[config.mk]
export PLATFORM = sky130hd
export DESIGN_NAME = axilite_timer_flat
export DESIGN_NICKNAME = d
export VERILOG_FILES = /design/src/rtl/axilite_timer_if.sv /design/src/rtl/axilite_timer.sv /design/src/flat_wrapper.sv
export SDC_FILE = /design/constraint.sdc
export NUM_CORES = 1
export LEC_CHECK = 0
export BUFFER_PORTS_ARGS = -buffer_cell sky130_fd_sc_hd__buf_4
export CORE_MARGIN = 3
export CORE_UTILIZATION = 53
export DETAILED_ROUTE_END_ITERATION = 16
export PLACE_DENSITY = 0.72
export SLEW_MARGIN = 20
export SYNTH_ARGS = -nofsm -noshare
export SYNTH_HDL_FRONTEND = slang
export SYNTH_SLANG_ARGS = --single-unit
[constraint.sdc]
create_clock -name clk -period 3 [get_ports clk]
set_input_delay 0.15 -clock clk [delete_from_list [all_inputs] [get_ports clk]]
set_output_delay 0.15 -clock clk [all_outputs]
set_load 0.02 [all_outputs]
[src/rtl/axilite_timer_if.sv]
// AXI4-Lite bus bundle between the core's data master and the machine timer.
interface axilite_timer_if;
    logic        awvalid;
    logic        awready;
    logic [31:0] awaddr;
    logic [2:0]  awprot;
    logic        wvalid;
    logic        wready;
    logic [31:0] wdata;
    logic [3:0]  wstrb;
    logic        bvalid;
    logic        bready;
    logic        arvalid;
    logic        arready;
    logic [31:0] araddr;
    logic [2:0]  arprot;
    logic        rvalid;
    logic        rready;
    logic [31:0] rdata;

    modport master (
        output awvalid, awaddr, awprot, wvalid, wdata, wstrb, bready,
               arvalid, araddr, arprot, rready,
        input  awready, wready, bvalid, arready, rvalid, rdata
    );

    modport slave (
        input  awvalid, awaddr, awprot, wvalid, wdata, wstrb, bready,
               arvalid, araddr, arprot, rready,
        output awready, wready, bvalid, arready, rvalid, rdata
    );
endinterface

[src/rtl/axilite_timer.sv]
// RISC-V machine timer (mtime/mtimecmp/prescaler/irq) behind an AXI4-Lite slave.
// AW, W and AR are accepted independently; one write response outstanding at a time.
module axilite_timer #(
    parameter int ADDR_BITS = 5,
    parameter int PRESC_W   = 8
) (
    input  logic            clk,
    input  logic            rst_n,
    axilite_timer_if.slave  axi,
    output logic            timer_irq_o
);
    localparam int IDX_W = ADDR_BITS - 2;

    localparam logic [IDX_W-1:0] A_MTIME_LO = IDX_W'(0);
    localparam logic [IDX_W-1:0] A_MTIME_HI = IDX_W'(1);
    localparam logic [IDX_W-1:0] A_CMP_LO   = IDX_W'(2);
    localparam logic [IDX_W-1:0] A_CMP_HI   = IDX_W'(3);
    localparam logic [IDX_W-1:0] A_PRESC    = IDX_W'(4);
    localparam logic [IDX_W-1:0] A_CTRL     = IDX_W'(5);

    // Byte-strobe merge of a 32-bit register image
    function automatic logic [31:0] f_merge(input logic [31:0] old_v,
                                            input logic [31:0] new_v,
                                            input logic [3:0]  strb);
        logic [31:0] res;
        for (int b = 0; b < 4; b++)
            res[8*b +: 8] = strb[b] ? new_v[8*b +: 8] : old_v[8*b +: 8];
        return res;
    endfunction

    logic               r_live;
    logic               r_aw_held;
    logic               r_w_held;
    logic [IDX_W-1:0]   r_waddr;
    logic [31:0]        r_wdata;
    logic [3:0]         r_wstrb;
    logic               r_bvalid;
    logic               r_rvalid;
    logic [31:0]        r_rdata;
    logic [63:0]        r_mtime;
    logic [63:0]        r_mtimecmp;
    logic [PRESC_W-1:0] r_presc;
    logic [PRESC_W-1:0] r_presc_cnt;
    logic               r_en;
    logic [31:0]        r_hi_shadow;
    logic               r_irq;

    logic               w_awready;
    logic               w_wready;
    logic               w_arready;
    logic               w_aw_hs;
    logic               w_w_hs;
    logic               w_ar_hs;
    logic               w_wr_fire;
    logic [IDX_W-1:0]   w_rd_idx;
    logic [31:0]        w_rd_data;
    logic               w_tick;
    logic [31:0]        w_presc_merged;
    logic               w_unused;

    // Readies stay low through reset and the first cycle after it
    assign w_awready = r_live && !r_aw_held && !r_bvalid;
    assign w_wready  = r_live && !r_w_held  && !r_bvalid;
    assign w_arready = r_live && !r_rvalid;

    assign w_aw_hs   = axi.awvalid && w_awready;
    assign w_w_hs    = axi.wvalid  && w_wready;
    assign w_ar_hs   = axi.arvalid && w_arready;
    assign w_wr_fire = r_aw_held && r_w_held && !r_bvalid;
    assign w_rd_idx  = axi.araddr[ADDR_BITS-1:2];
    assign w_tick    = r_en && (r_presc_cnt == r_presc);

    assign w_presc_merged = f_merge({{(32-PRESC_W){1'b0}}, r_presc}, r_wdata, r_wstrb);

    assign w_unused = ^{axi.awprot, axi.arprot, axi.awaddr[31:ADDR_BITS], axi.awaddr[1:0],
                        axi.araddr[31:ADDR_BITS], axi.araddr[1:0], w_presc_merged[31:PRESC_W]};

    assign axi.awready = w_awready;
    assign axi.wready  = w_wready;
    assign axi.arready = w_arready;
    assign axi.bvalid  = r_bvalid;
    assign axi.rvalid  = r_rvalid;
    assign axi.rdata   = r_rdata;
    assign timer_irq_o = r_irq;

    // Bus-enable flag: low in reset, high from the first clock after release
    always_ff @(posedge clk) begin
        if (!rst_n) r_live <= 1'b0;
        else        r_live <= 1'b1;
    end

    // Write channel: latch AW and W independently, commit and respond once both are held
    always_ff @(posedge clk) begin
        if (!rst_n) begin
            r_aw_held <= 1'b0;
            r_w_held  <= 1'b0;
            r_waddr   <= '0;
            r_wdata   <= '0;
            r_wstrb   <= '0;
            r_bvalid  <= 1'b0;
        end else begin
            if (w_aw_hs) begin
                r_aw_held <= 1'b1;
                r_waddr   <= axi.awaddr[ADDR_BITS-1:2];
            end
            if (w_w_hs) begin
                r_w_held <= 1'b1;
                r_wdata  <= axi.wdata;
                r_wstrb  <= axi.wstrb;
            end
            if (w_wr_fire)
                r_bvalid <= 1'b1;
            if (r_bvalid && axi.bready) begin
                r_bvalid  <= 1'b0;
                r_aw_held <= 1'b0;
                r_w_held  <= 1'b0;
            end
        end
    end

    // Read mux over the current (pre-write) register values
    always_comb begin
        w_rd_data = 32'h0;
        case (w_rd_idx)
            A_MTIME_LO: w_rd_data = r_mtime[31:0];
            A_MTIME_HI: w_rd_data = r_hi_shadow;
            A_CMP_LO:   w_rd_data = r_mtimecmp[31:0];
            A_CMP_HI:   w_rd_data = r_mtimecmp[63:32];
            A_PRESC:    w_rd_data = {{(32-PRESC_W){1'b0}}, r_presc};
            A_CTRL:     w_rd_data = {31'h0, r_en};
            default:    w_rd_data = 32'h0;
        endcase
    end

    // Read channel: register data on AR handshake, hold until rready
    always_ff @(posedge clk) begin
        if (!rst_n) begin
            r_rvalid    <= 1'b0;
            r_rdata     <= '0;
            r_hi_shadow <= '0;
        end else begin
            if (w_ar_hs) begin
                r_rvalid <= 1'b1;
                r_rdata  <= w_rd_data;
                if (w_rd_idx == A_MTIME_LO)
                    r_hi_shadow <= r_mtime[63:32];
            end else if (r_rvalid && axi.rready) begin
                r_rvalid <= 1'b0;
            end
        end
    end

    // mtime and prescaler; a bus write to mtime suppresses that cycle's increment
    always_ff @(posedge clk) begin
        if (!rst_n) begin
            r_mtime     <= '0;
            r_presc_cnt <= '0;
        end else begin
            if (w_wr_fire && r_waddr == A_MTIME_LO)
                r_mtime <= {r_mtime[63:32], f_merge(r_mtime[31:0], r_wdata, r_wstrb)};
            else if (w_wr_fire && r_waddr == A_MTIME_HI)
                r_mtime <= {f_merge(r_mtime[63:32], r_wdata, r_wstrb), r_mtime[31:0]};
            else if (w_tick)
                r_mtime <= r_mtime + 64'd1;

            if (w_wr_fire && (r_waddr == A_PRESC || r_waddr == A_CTRL))
                r_presc_cnt <= '0;
            else if (r_en)
                r_presc_cnt <= w_tick ? '0 : r_presc_cnt + 1'b1;
        end
    end

    // Configuration registers: mtimecmp, prescaler, enable
    always_ff @(posedge clk) begin
        if (!rst_n) begin
            r_mtimecmp <= '1;
            r_presc    <= '0;
            r_en       <= 1'b0;
        end else if (w_wr_fire) begin
            case (r_waddr)
                A_CMP_LO: r_mtimecmp[31:0]  <= f_merge(r_mtimecmp[31:0], r_wdata, r_wstrb);
                A_CMP_HI: r_mtimecmp[63:32] <= f_merge(r_mtimecmp[63:32], r_wdata, r_wstrb);
                A_PRESC:  r_presc           <= w_presc_merged[PRESC_W-1:0];
                A_CTRL:   if (r_wstrb[0]) r_en <= r_wdata[0];
                default:  ;
            endcase
        end
    end

    // Level interrupt, registered compare of current mtime against mtimecmp
    always_ff @(posedge clk) begin
        if (!rst_n) r_irq <= 1'b0;
        else        r_irq <= (r_mtime >= r_mtimecmp);
    end
endmodule

[src/flat_wrapper.sv]
// flat-port wrapper written by rule: the top's interface ports become plain ports
module axilite_timer_flat 
#(
    parameter int ADDR_BITS = 5,
    parameter int PRESC_W   = 8
)
  (clk, rst_n, timer_irq_o, axi_awvalid, axi_awaddr, axi_awprot, axi_wvalid, axi_wdata, axi_wstrb, axi_bready, axi_arvalid, axi_araddr, axi_arprot, axi_rready, axi_awready, axi_wready, axi_bvalid, axi_arready, axi_rvalid, axi_rdata);
  axilite_timer_if axi_i ();
  input  logic clk;
  input  logic rst_n;
  output logic timer_irq_o;
  input wire logic [$bits(axi_i.awvalid)-1:0] axi_awvalid;
  input wire logic [$bits(axi_i.awaddr)-1:0] axi_awaddr;
  input wire logic [$bits(axi_i.awprot)-1:0] axi_awprot;
  input wire logic [$bits(axi_i.wvalid)-1:0] axi_wvalid;
  input wire logic [$bits(axi_i.wdata)-1:0] axi_wdata;
  input wire logic [$bits(axi_i.wstrb)-1:0] axi_wstrb;
  input wire logic [$bits(axi_i.bready)-1:0] axi_bready;
  input wire logic [$bits(axi_i.arvalid)-1:0] axi_arvalid;
  input wire logic [$bits(axi_i.araddr)-1:0] axi_araddr;
  input wire logic [$bits(axi_i.arprot)-1:0] axi_arprot;
  input wire logic [$bits(axi_i.rready)-1:0] axi_rready;
  output wire logic [$bits(axi_i.awready)-1:0] axi_awready;
  output wire logic [$bits(axi_i.wready)-1:0] axi_wready;
  output wire logic [$bits(axi_i.bvalid)-1:0] axi_bvalid;
  output wire logic [$bits(axi_i.arready)-1:0] axi_arready;
  output wire logic [$bits(axi_i.rvalid)-1:0] axi_rvalid;
  output wire logic [$bits(axi_i.rdata)-1:0] axi_rdata;
  assign axi_i.awvalid = axi_awvalid;
  assign axi_i.awaddr = axi_awaddr;
  assign axi_i.awprot = axi_awprot;
  assign axi_i.wvalid = axi_wvalid;
  assign axi_i.wdata = axi_wdata;
  assign axi_i.wstrb = axi_wstrb;
  assign axi_i.bready = axi_bready;
  assign axi_i.arvalid = axi_arvalid;
  assign axi_i.araddr = axi_araddr;
  assign axi_i.arprot = axi_arprot;
  assign axi_i.rready = axi_rready;
  assign axi_awready = axi_i.awready;
  assign axi_wready = axi_i.wready;
  assign axi_bvalid = axi_i.bvalid;
  assign axi_arready = axi_i.arready;
  assign axi_rvalid = axi_i.rvalid;
  assign axi_rdata = axi_i.rdata;
  axilite_timer #(.ADDR_BITS(ADDR_BITS), .PRESC_W(PRESC_W)) u_core (.clk(clk), .rst_n(rst_n), .axi(axi_i), .timer_irq_o(timer_irq_o));
endmodule
==> results.cfg, run 1 <==
[route]
vias = 13900
drt-total-wl_um = 43900
post-route-drc-count = 0
drtAntennaViolNets = 0
avgRoutedWirePerCell_um = 19.7
via_per_inst = 6.26
drtPass1Iterations = 5
drt_iter0_drc = 1466

[sta]
drv_slew = 0
tightest_slew_ns = 0.831
fmax_ghz = 0.356
whs_ns = 0.0398
hold_viol = 0
finClkSkew_ns = 0.0160
period_minus_slack_ns = 2.81
grt_setup_unrepaired = no
setup_slack_ns = 0.192
max_slew_margin_pct = 44.5
setup_viol = 0
tns_ns = 0
fin_crit_sh_pct = 93.6

[yosys]
yosys_warnings = 0
synth_commonest_cells = nand2_1 (305), dfxtp_1 (254), a21oi_1 (232), nand3_1 (163), nor2_1 (121)
synth.avg_cell_area_um2 = 7.59
synthTopCellsByArea = dfxtp_1 (38%), a21oi_1 (8.6%), nand2_1 (8.5%)
async_reset_ff_share_pct = 0
synth_fp_nets = 1960
synth_edf_count = 0
synth_top_area_cell = dfxtp_1
syn_area_um2 = 13500
synth_top_area_share_pct = 37.6
yosys_most_used_dff = dfxtp_1
yosysSeqAreaShare_pct = 37.6
ys_seq_elements = 254
syn_inst = 1781
yosysUniqueCellTypes = 66
yosysMostFrequentCell = nand2_1

[setup_path]
setup.worst_path.class = register to register
crit_path_top_delay_cell = or4_4
r2r-start = u_core.r_mtime[1]$_SDFFE_PN0P_
crit_start = u_core.r_mtime[1]$_SDFFE_PN0P_
path_common_cell = nand2_1
cp-endpoint = u_core.r_mtime[46]$_SDFFE_PN0P_
r2r_cells = 8
r2r_slack_ns = 0.19
cp_cell_sequence = ha_1, nand2_1, or4_4, nor4_2, buf_4, nand2_1, o31a_1, o32ai_1
cp_max_fo = 15
worst_path_largest_cell_delay_ns = 0.63
cp-end-kind = register
worstPathArrival_ns = 3.25
required_ns = 3.44
critPathLaunchType = register
r2r-end = u_core.r_mtime[46]$_SDFFE_PN0P_

[global_routing]
first_global_vias = 13200
grt.total_usage_pct = 30.8
grt_overflow = 0
grt_pass1_wl_um = 70600
grt_start_max_net_pins = 73
antenna_found_initial = 0

[clocking]
clk_latency_ns = 0.55
clockBufferDepth = 3
cts_tree = done
cts_buffers = 28
cts_root_buf = clkbuf_16
clock-sinks = 254
cts_setup_buffers = 0
clk_pin_slew_worst_paths_ns = 0.06
h-tree-depth = 1

[finish]
fin_nets = 2059
fill_cells = 2195
layout.cells.non_filler = 2225
diodes = 0
fin_area_um2 = 15900
drive_gt1_share_pct = 12.3
area_growth_syn_to_layout_pct = 17.9

[power_and_ir_drop]
pwr-share-seq_pct = 47.5
pwr-share-comb_pct = 6.5
power.share.switching_pct = 24.7
p_int_uw = 5540
p_sw_uw = 1820
power_density_nw_per_um2 = 462
pwr-share-clk_pct = 46.1
power.leakage_uw = 0.00691
ir_worst_vdd_mv = 0.582

[floorplan]
initial_core_util_pct = 54.8
io_pins = 151
fp.dieH_um = 166
fp-row-count = 57
coreArea_um2 = 24700
dieArea_um2 = 27500
fp.dieW_um = 166

[run]
maxCapViolations = 0

[hold_path]
min_path_cells = 2
hold_path.class = input port to register

[placement]
placed_cell_area_um2 = 14600
place_congestion = 0.974
dp_hpwl_um = 29500
dp.cells = 2133
port_buffers = 86
pre_cts_slack_ns = 0.155

[outcome]
status = complete, no violations
## worst min-delay path by stage
stage	start	to	slack [ns]
after floorplan	rst_n	u_core.r_live$_DFF_P_	0.18
after global placement	axi_awaddr[2]	u_core.r_waddr[0]$_SDFFE_PN0P_	0.39
after detailed placement	axi_awaddr[2]	u_core.r_waddr[0]$_SDFFE_PN0P_	0.39
after CTS	rst_n	u_core.r_mtime[30]$_SDFFE_PN0P_	0.01
after global routing	rst_n	u_core.r_mtime[29]$_SDFFE_PN0P_	0.04
final	rst_n	u_core.r_mtime[30]$_SDFFE_PN0P_	0.04
## layer usage
metal	vias to the layer above	track usage (%)	share of wire, %
met3	102	5.72	9.1
met4	0	10.4	3.0
li1	6562	-	-
met5	-	0	0
met2	654	48.9	45
met1	6613	42.5	43
## placed cells by master, fill, tap and decap left out, types with 6 or more instances in the layout
master / n
a21o_1: 23
a21oi_1: 232
a221oi_1: 8
a22o_1: 9
a22oi_1: 55
a31oi_1: 17
a32o_1: 10
and2_1: 14
and3_1: 16
and4_1: 12
buf_4: 149
clkbuf_16: 29
clkinv_2: 6
clkinvlp_4: 6
dfxtp_1: 254
dlygate4sd3_1: 41
ha_1: 66
inv_1: 75
mux2i_1: 23
nand2_1: 305
nand2b_1: 8
nand3_1: 163
nand4_1: 27
nor2_1: 118
nor3_1: 25
nor4_1: 12
o211ai_1: 6
o21ai_0: 59
o221a_2: 11
o31a_1: 7
o31ai_1: 10
o32ai_1: 6
xnor2_1: 11
## critical path: cells and delay by family (launching register included)
family	cells	cell delay [ns]
AOI/OAI and AO/OA	2	0.51
and+or+nand+nor	4	1.21
DFF	1	0.44
adders and majority gates	1	0.28
buffers and inverters	1	0.26
## final cells by class
cell class / count / area, um^2 / area share [%]
flip-flops and latches: 254 / 5080 / 31.9
clock buffers: 37 / 786 / 4.93
clock inverters: 14 / 116 / 0.730
repair buffers: 192 / 1570 / 9.84
multi-input cells: 1327 / 7690 / 48.2
inverters: 77 / 292 / 1.83
well taps: 324 / 405 / 2.54
## flip-flops by register name, summed over array words and instances, names as in the netlist
register            cells
u_core.r_waddr          3
u_core.r_mtimecmp      64
u_core.r_en             1
u_core.axi.rdata       32
u_core.r_wdata         32
u_core.r_aw_held        1
u_core.r_presc          8
u_core.r_mtime         64
u_core.r_hi_shadow     32
u_core.axi.rvalid       1
u_core.r_live           1
u_core.timer_irq_o      1
u_core.axi.bvalid       1
u_core.r_wstrb          4
u_core.r_presc_cnt      8
u_core.r_w_held         1
## power by group through the flow
stage                     clock network (uW)  registers [uW]  logic [uW]
after global placement                     0            3560         423
after detailed placement                   0            3560         426
after CTS                               3410            3490         470
final                                   3390            3490         478
after floorplan                            0            3540         244
after global routing                    3570            3500         515
## what timing repair did
item | 4_1_cts | 5_1_grt
gates resized for setup | 0 | 1
hold buffers | 41 | 0
hold endpoints to repair | 43 | 0
setup endpoints to repair | 0 | 4
## per-stage QoR
| stage | power [uW] | utilization (%) |
|---|---|---|
| floorplan | 3790 | - |
| global placement | 3990 | 59.3 |
| detailed placement | 3990 | 59.3 |
| CTS | 7370 | 64.6 |
| global route | 7580 | 64.6 |
| finish | 7360 | 64.6 |
## logic make-up (layout without fill, tap and decap cells)
group / after synthesis / after routing / synth area share, %
flops: 254 / 254 / 37.6
xor+xnor: 16 / 16 / 1.04
simple gates: 737 / 737 / 25.3
buf+inv: 200 / 320 / 5.81
compound gates: 483 / 483 / 22.2
fa+ha+maj: 66 / 66 / 6.11
mux: 25 / 25 / 1.95
(Power assumes the default switching activity.)
==> run 2, diff against run 1 <==
Settings changed: CORE_UTILIZATION 53 to 35, MAX_ROUTING_LAYER from default to met4, PLACE_DENSITY 0.72 to 0.51.
==> run 2 against run 1 <==
  * Sequential cell count unchanged
  * First-iteration DRC count decreased by 24%
  * Via count decreased by 1.8%
  * Hold slack improved by 0.0058 ns
  * Critical endpoint is now u_core.r_mtime[54]$_SDFFE_PN0P_
==> results.cfg, run 2 (synthesized netlist as in run 1, its figures left out) <==
[placement]
dp_hpwl_um = 33900
port_buffers = 86
pre_cts_slack_ns = 0.287
place_congestion = 0.894

[sta]
fmax_ghz = 0.366
max_slew_margin_pct = 26.8
period_minus_slack_ns = 2.74
setup_viol = 0
finClkSkew_ns = 0.0111
grt_setup_unrepaired = no
hold_viol = 0
tns_ns = 0
fin_crit_sh_pct = 91.2
setup_slack_ns = 0.265
tightest_slew_ns = 1.10
whs_ns = 0.0456
drv_slew = 0

[clocking]
h-tree-depth = 1
cts_root_buf = clkbuf_16
clock-sinks = 254
cts_tree = done
clockBufferDepth = 3
cts_resized = 0
clk_latency_ns = 0.57
clk_pin_slew_worst_paths_ns = 0.06
cts_buffers = 30

[finish]
layout_common_cells = nand2_1 (305), dfxtp_1 (254), a21oi_1 (232)
drive_gt1_share_pct = 13.5
final_common_cell = nand2_1
area_growth_syn_to_layout_pct = 21.5
top_regs = u_core.r_mtime x64, u_core.r_mtimecmp x64
fin_util_pct = 43.4
fin_nets = 2086

[route]
drtAntennaViolNets = 0
avgRoutedWirePerCell_um = 20.2
drt_iter0_drc = 1112
vias = 13700
drt-total-wl_um = 49400
post-route-drc-count = 0
drtPass1Iterations = 5
via_per_inst = 5.60

[global_routing]
first_global_vias = 13000
grt_start_max_net_pins = 107
grt_overflow = 0
grt.total_usage_pct = 24.3
grt_pass1_wl_um = 77100
antenna_found_initial = 1

[setup_path]
cp_max_fo = 7
r2r_cells = 6
worstPathArrival_ns = 3.20
critPathLaunchType = register
cp-end-kind = register
required_ns = 3.47
setup.worst_path.class = register to register

[floorplan]
fp-row-count = 71
io_pins = 151
dieArea_um2 = 41000
initial_core_util_pct = 35.7
fp.dieW_um = 203
coreArea_um2 = 37800
fp.dieH_um = 203

[run]
maxCapViolations = 0

[outcome]
status = complete, no violations

[hold_path]
min_path_cells = 3
hold_path.class = input port to register

[power_and_ir_drop]
power_uw = 7610
power_density_nw_per_um2 = 463
ir_worst_vdd_mv = 0.411
power.leakage_uw = 0.00710
[run 2: cell types whose count changed in the layout (fill, tap and decap cells not counted), moves of 2 or more]
cell | previous run | this run
clkinvlp_4 | 6 | 1
clkbuf_16 | 29 | 31
clkbuf_8 | 3 | 5
clkinv_2 | 6 | 10
clkbuf_1 | 5 | 8
buf_4 | 149 | 174
[run 2: path summary, 6_finish.rpt]
| check | from | endpoint | slack [ns] |
|---|---|---|---|
| min reg2reg | u_core.r_hi_shadow[16]$_SDFFE_PN0P_ | u_core.r_hi_shadow[16]$_SDFFE_PN0P_ | 0.45 |
| min | axi_awvalid | u_core.r_aw_held$_SDFFE_PP0P_ | 0.05 |
| max reg2reg | u_core.r_mtime[4]$_SDFFE_PN0P_ | u_core.r_mtime[54]$_SDFFE_PN0P_ | 0.26 |
| max | u_core.r_mtime[4]$_SDFFE_PN0P_ | u_core.r_mtime[54]$_SDFFE_PN0P_ | 0.26 |
[run 2: layer usage]
layer	vias up	global-route usage, %	wire length (um)
met3	94	3.30	2770
met5	-	-	0
li1	6610	-	-
met4	0	7.25	1610
met2	426	37.5	22000
met1	6553	33.2	23000
[run 2: stage by stage]
step                      instances  cell area (um^2)
after floorplan                1781             13500
after global placement         2345             15100
after detailed placement       2345             15100
after CTS                      2442             16400
after global routing           2443             16400
final                          2443             16400
[run 2: power breakdown]
group,switching (uW),leakage [uW],internal (uW)
Combinational,309,0.00456,191
Clock,1520,0.000481,2090
Sequential,72.7,0.00205,3420
Total,1900,0.00710,5700
[run 2: worst max-delay path, cell delays in order (launching register included)]
cell	delay, ns
dfxtp_1	0.50
nand4_4	0.16
or4_1	0.72
nor4_1	0.64
a31oi_1	0.22
a21o_1	0.20
a32o_1	0.19
[run 2: layout make-up]
type                    instances  area, um^2
diodes                          1        2.50
clock buffers                  44         875
clock inverters                12        87.6
fillers                      3885       21400
inverters                      77         292
multi-input cells            1327        7690
flip-flops and latches        254        5080
well taps                     511         639
repair buffers                217        1760
[run 2: timing repair]
action | 4_1_cts | 5_1_grt
hold endpoints to repair | 43 | 0
hold buffers | 41 | 0
setup buffers | 0 | 0
